`src/rtl/pulse_handshake_tx.sv`:
```
// Source end of a 4-phase req/ack pulse-crossing channel: queues event pulses and runs one handshake per event.
// Optional payload FIFO is enabled by defining PHS_DATA_EN.
module pulse_handshake_tx #(
  parameter int SYNC_STAGES = 2,
  parameter int DEPTH       = 8,
  parameter int DW          = 8
) (
  input  logic                     clk,
  input  logic                     rst,
  input  logic                     in_pulse,
  input  logic                     ack_async,
  output logic                     req,
  output logic                     busy,
  output logic [$clog2(DEPTH):0]   pend_cnt,
  output logic                     done,
  output logic                     ovf
`ifdef PHS_DATA_EN
  ,
  input  logic [DW-1:0]            data_in,
  output logic [DW-1:0]            data_out
`endif
);

  localparam int CW = $clog2(DEPTH) + 1;
  localparam logic [CW-1:0] FULL = CW'(DEPTH);

  typedef enum logic [1:0] {
    IDLE    = 2'd0,
    REQ     = 2'd1,
    RELEASE = 2'd2
  } state_t;

  state_t                 state;
  logic [SYNC_STAGES-1:0] ack_sync;
  logic                   ack_s;
  logic                   launch;
  logic                   accept;

  assign ack_s = ack_sync[SYNC_STAGES-1];

  // A launch frees a slot in the same cycle, so a full queue can still accept then.
  always_comb begin
    launch = 1'b0;
    accept = 1'b0;
    if (state == IDLE && pend_cnt != {CW{1'b0}}) begin
      launch = 1'b1;
    end else begin
      launch = 1'b0;
    end
    if (in_pulse && (pend_cnt < FULL || launch)) begin
      accept = 1'b1;
    end else begin
      accept = 1'b0;
    end
  end

  // Ack synchronizer chain; only its last stage is ever used.
  always_ff @(posedge clk) begin
    if (rst) begin
      ack_sync <= {SYNC_STAGES{1'b0}};
    end else begin
      ack_sync <= {ack_sync[SYNC_STAGES-2:0], ack_async};
    end
  end

  // Pending-event counter and sticky overflow flag.
  always_ff @(posedge clk) begin
    if (rst) begin
      pend_cnt <= {CW{1'b0}};
      ovf      <= 1'b0;
    end else begin
      case ({accept, launch})
        2'b10:   pend_cnt <= pend_cnt + CW'(1);
        2'b01:   pend_cnt <= pend_cnt - CW'(1);
        default: pend_cnt <= pend_cnt;
      endcase
      if (in_pulse && !accept) begin
        ovf <= 1'b1;
      end else begin
        ovf <= ovf;
      end
    end
  end

  // Handshake FSM with registered req/busy/done.
  always_ff @(posedge clk) begin
    if (rst) begin
      state <= IDLE;
      req   <= 1'b0;
      busy  <= 1'b0;
      done  <= 1'b0;
    end else begin
      done <= 1'b0;
      case (state)
        IDLE: begin
          if (launch) begin
            state <= REQ;
            req   <= 1'b1;
            busy  <= 1'b1;
          end else begin
            req  <= 1'b0;
            busy <= 1'b0;
          end
        end
        REQ: begin
          if (ack_s) begin
            state <= RELEASE;
            req   <= 1'b0;
          end else begin
            req <= 1'b1;
          end
        end
        RELEASE: begin
          if (!ack_s) begin
            state <= IDLE;
            busy  <= 1'b0;
            done  <= 1'b1;
          end else begin
            state <= RELEASE;
          end
        end
        default: begin
          state <= IDLE;
          req   <= 1'b0;
          busy  <= 1'b0;
        end
      endcase
    end
  end

`ifdef PHS_DATA_EN
  localparam int AW = (DEPTH > 1) ? $clog2(DEPTH) : 1;

  logic [DW-1:0] mem [DEPTH];
  logic [AW-1:0] wptr;
  logic [AW-1:0] rptr;

  // Payload storage; dropped events never write.
  always_ff @(posedge clk) begin
    if (accept) begin
      mem[wptr] <= data_in;
    end
  end

  // FIFO pointers and the payload held for the transfer in flight.
  always_ff @(posedge clk) begin
    if (rst) begin
      wptr     <= {AW{1'b0}};
      rptr     <= {AW{1'b0}};
      data_out <= {DW{1'b0}};
    end else begin
      if (accept) begin
        wptr <= wptr + AW'(1);
      end else begin
        wptr <= wptr;
      end
      if (launch) begin
        rptr     <= rptr + AW'(1);
        data_out <= mem[rptr];
      end else begin
        rptr     <= rptr;
        data_out <= data_out;
      end
    end
  end
`endif

endmodule

```
`config.mk`:
```
export PLATFORM = sky130hd
export DESIGN_NAME = pulse_handshake_tx
export DESIGN_NICKNAME = d
export VERILOG_FILES = /design/src/rtl/pulse_handshake_tx.sv
export SDC_FILE = /design/constraint.sdc
export NUM_CORES = 1
export LEC_CHECK = 0
export ABC_CLOCK_PERIOD_IN_PS = 2400
export BUFFER_PORTS_ARGS = -buffer_cell sky130_fd_sc_hd__buf_2
export CORE_AREA = 5 5 42 44
export DETAILED_ROUTE_END_ITERATION = 10
export DIE_AREA = 0 0 47 49
export GPL_ROUTABILITY_DRIVEN = 0
export PLACE_DENSITY = 0.65
export SETUP_SLACK_MARGIN = 0.5
export SLEW_MARGIN = 10
export SYNTH_ARGS = -nofsm -noshare
export SYNTH_HDL_FRONTEND = slang
export SYNTH_SLANG_ARGS = --single-unit
```
`constraint.sdc`:
```
create_clock -name clk -period 2.4 [get_ports clk]
set_input_delay 0.24 -clock clk [delete_from_list [all_inputs] [get_ports clk]]
set_output_delay 0.24 -clock clk [all_outputs]
set_load 0.02 [all_outputs]
```
# == Yosys cells after proc, flatten, opt, wreduce, memory -nomap -nowiden ==
# Index checks and enable logic that the tools add are counted.
# totals
in_bits,4
out_inout_bits,8
word_cells,42
ff_bits,12
# op_classes
muxes,12
bitwise_logic,2
n_addsub,2
magnitude_cmp,1
n_eq_ne,7
reduce_logical,11
# ops
cell,n
one-hot mux 4 bit (2 select lines),1
two-way mux 2 bit,3
!= test 2 bit (second input constant),3
one-hot mux 1 bit (3 select lines),2
one-hot mux 2 bit (3 select lines),1
two-way mux 1 bit,5
adder 4 x 1 -> 4 bit (second input constant),1
equality test 2 x 1 -> 1 bit (second input constant),2
equality test 2 bit (second input constant),2
less-than comparator 4 bit (second input constant),1
AND reduction 2 bit,2
nonzero test 4 bit,1
subtractor 4 x 1 -> 4 bit (second input constant),1
logical AND 1 bit,3
zero test 2 bit,1
NOT 1 bit,2
nonzero test 2 bit,1
OR reduction 2 bit,1
zero test 1 bit,1
logical OR 1 bit,1

# == Logic depth before layout (Yosys ltp) ==
# logic_depth
depth_word,8
mapped_depth,10
depth_no_buf,9

# == Worst setup path before layout ==
# Ideal clock, no wire load.
# synth_timing
path_kind,reg-to-reg
start,register pend_cnt[2]
end,register pend_cnt[3]
setup_ps,123
setup_slack_ps,178
t_arrival_ps,2099
stages_incl_launch_ff,7
synth_period_minus_slack_ps,2222
required_ps,2277
cell_sequence,dfxtp_1 nor4_1 nor3_1 ha_1 or3_1 o32ai_1 mux2_1
# synth_via
elab_chain_cells,8
elab_cells_between_ends,13
cone_classes,add/sub (2); order compare (1); eq/ne (2); mux (3); reduce/logical (5)
# synth_rtl
item,line_no,text
from (decl),14,"output logic [$clog2(DEPTH):0] pend_cnt,"
from (signal assigned),69,pend_cnt <= {CW{1'b0}};
from (signal assigned),73,2'b10: pend_cnt <= pend_cnt + CW'(1);
from (signal assigned),74,2'b01: pend_cnt <= pend_cnt - CW'(1);
"parallel branches: the longest is 8 deep, another holds less-than comparator 4 bit",n/a,
# Parallel ways; which one is timed is not known.
# A chain may end at the register's enable or synchronous reset.

# == Worst setup path in the final report ==
# layout_timing
start,register pend_cnt[0]
end,register pend_cnt[2]
# The elaborated chain is that of the path after synthesis.

==> results.yml <==
sta:
  max_slew_margin: 0.809
  whs_ps: 173
  worstMarginPinSlew_ps: 286
  rsz0062_at_grt: "yes"
  fmaxAchievable_ghz: 0.511
  drv_slew: 0
  worst_slack_ps: 444
  layout_min_cycle_time_ps: 1960
  finalSetupTns_ps: 0
  period_share: 0.815
  setup_viol: 0
  clock_skew_ps: 3.99
  hold_viol: 0
route:
  dr.pass1.iters: 4
  postRouteAntennaNets: 0
  drc: 0
  routed_wl_mm: 1.15
  vias_per_cell: 5.16
  vias: 485
  wl_per_cell_um: 12.3
  drtIter0Drc: 4
yosys:
  synthTopCellsByArea: "dfxtp_1, ha_1, nor2b_1"
  yosysTopAreaCellShare: 0.421
  ys_seq_elements: 12
  synth_edf_count: 0
  ys_types: 27
  ys.flop_type: "dfxtp_1"
  synthesis.nets: 69
  postSynthAreaPerCell_um2: 9.20
  yosys.area.top_type: "dfxtp_1"
  ys_seq_area_frac: 0.421
  synth.cell_area_um2: 571
  synthesis.instances: 62
  async_reset_ff_frac: 0
  yosysWarnings: 0
global_routing:
  grt_usage: 0.118
  grt_pass1_wl_mm: 1.90
  grt-ovfl-total: 0
  antenna_found_initial: 0
  first_global_vias: 446
  grt_max_degree: 14
setup_path:
  worstPathArrival_ps: 2160
  worst_path_largest_cell_delay_ps: 360
  worst_setup_path_start_kind: "flip-flop"
  critPathMaxFanout: 2
  criticalPathCategory: "flip-flop to flip-flop"
  crit_chain: "nor4_4 -> nor3_2 -> ha_2 -> xor2_1 -> ha_2 -> a21oi_2 -> xor2_1 -> or3_1 -> a21oi_1"
  cp_slowest_cell: "dfxtp_4"
  worst_ep_required_time_ps: 2610
  end_kind: "flip-flop"
floorplan:
  die_height_um: 49
  initial_core_util: 0.407
  num_io_pins: 12
  dieArea_mm2: 0.00230
  row_count: 14
  die_w_um: 47
  core_area_mm2: 0.00140
power_and_ir_drop:
  powerDensity_mw_per_mm2: 1430
  ir_drop_mv: 0.621
  fin_total_pwr_mw: 1.07
  cellLeakagePower_nw: 0.316
clocking:
  cts_tree: "yes"
  clock_latency_ps: 280
  clk_pin_slew_ps: 80
  clock-root-buffer: "clkbuf_4"
  cts_sinks: 12
  cts_buffers: 3
  clockBufferDepth: 2
  htree_levels: 1
status:
  status: "finished clean"
layout:
  nets: 86
  fill_cells: 138
  drive_above_1_share: 0.397
  areaGrowthSynthToFinish_pct: 31.4
  n_antenna_cell: 0
  fin_area_um2: 749
run:
  cap_violations: 0
hold_path:
  hp-class: "input pin to flip-flop"
place:
  dp_slack_ps: 248
  numPortBuffers: 11
  hpwl_um: 803
  dpl-instance-area_um2: 668
[placed cells by master (no fill, tap or decap), types with 3 or more instances in the layout]
master | netlist | layout
buf_2 | 2 | 11
nor2_1 | 5 | 5
dfxtp_1 | 12 | 6
buf_4 | 0 | 4
dfxtp_2 | 0 | 4
o21ai_0 | 4 | 4
clkbuf_4 | 0 | 3
xor2_1 | 3 | 3
a21oi_1 | 5 | 4
nor2b_1 | 5 | 5
[stage by stage]
stage,cells,util
after floorplan,62,-
after global placement,86,0.477
after detailed placement,86,0.477
after CTS,93,0.529
after global routing,94,0.535
final,94,0.535
[power by group]
group | internal, mW | switching (mW) | total, mW
combinational | 0.315 | 0.279 | 0.594
sequential | 0.265 | 0.0780 | 0.343
clock | 0.0645 | 0.0680 | 0.132
total | 0.644 | 0.425 | 1.07
[worst paths after layout]
path                 endpoint  slack (ps)  cells past startpoint        start
hold / removal    ack_sync[0]         170                      2    ack_async
hold reg to reg   ack_sync[1]         450                      1  ack_sync[0]
setup reg to reg  pend_cnt[2]         440                      9  pend_cnt[0]
setup / recovery  pend_cnt[2]         440                      9  pend_cnt[0]
[logic make-up after synthesis]
group           after synthesis  share of synthesized area
simple gates                 23                      0.230
compound gates               13                      0.136
flops                        12                      0.421
xor+xnor                      4                     0.0614
buf+inv                       4                     0.0307
mux                           3                     0.0548
fa+ha+maj                     3                     0.0658
[flip-flops by register name, summed over array words and instances (netlist names)]
name      count
req           1
done          1
state         2
pend_cnt      4
ovf           1
busy          1
ack_sync      2
[critical path, delay by kind of cell, from the launching register on]
kind	cells	cell delay, ps
adders and majority gates	2	400
DFF	1	360
and+or+nand+nor	3	700
AOI/OAI and AO/OA	2	150
xor gates and xnor gates	2	280
[cell type report]
class,count,area (um^2),area share
well taps,16,20.0,0.0267
repair buffers,15,85.1,0.114
multi-input cells,46,362,0.482
clock buffers,4,26.3,0.0351
inverters,1,3.75,0.00501
flip-flops and latches,12,253,0.337
[timing repair]
| item | CTS | global route |
|---|---|---|
| resized for setup | 8 | 0 |
| pin swaps | 5 | 0 |
| hold buffers | 0 | 0 |
| setup buffers | 3 | 1 |
| endpoints found under the setup margin | 2 | 2 |
[synth_stat cells, types with 2 or more instances]
library cell and number:
dfxtp_1 12, a21oi_1 5, nor2_1 5, nor2b_1 5
o21ai_0 4, ha_1 3, xor2_1 3, and2b_1 2
buf_2 2, mux2i_1 2, nand2_1 2, or3_1 2
[layer usage]
layer  vias up  wire (um)  track usage
met5         -          0            0
met4         0         37       0.0829
met1       220        505        0.130
met3         5         64       0.0480
li1        250          -            -
met2        10        545        0.176
Note: power is estimated with default switching activity, not from simulation.
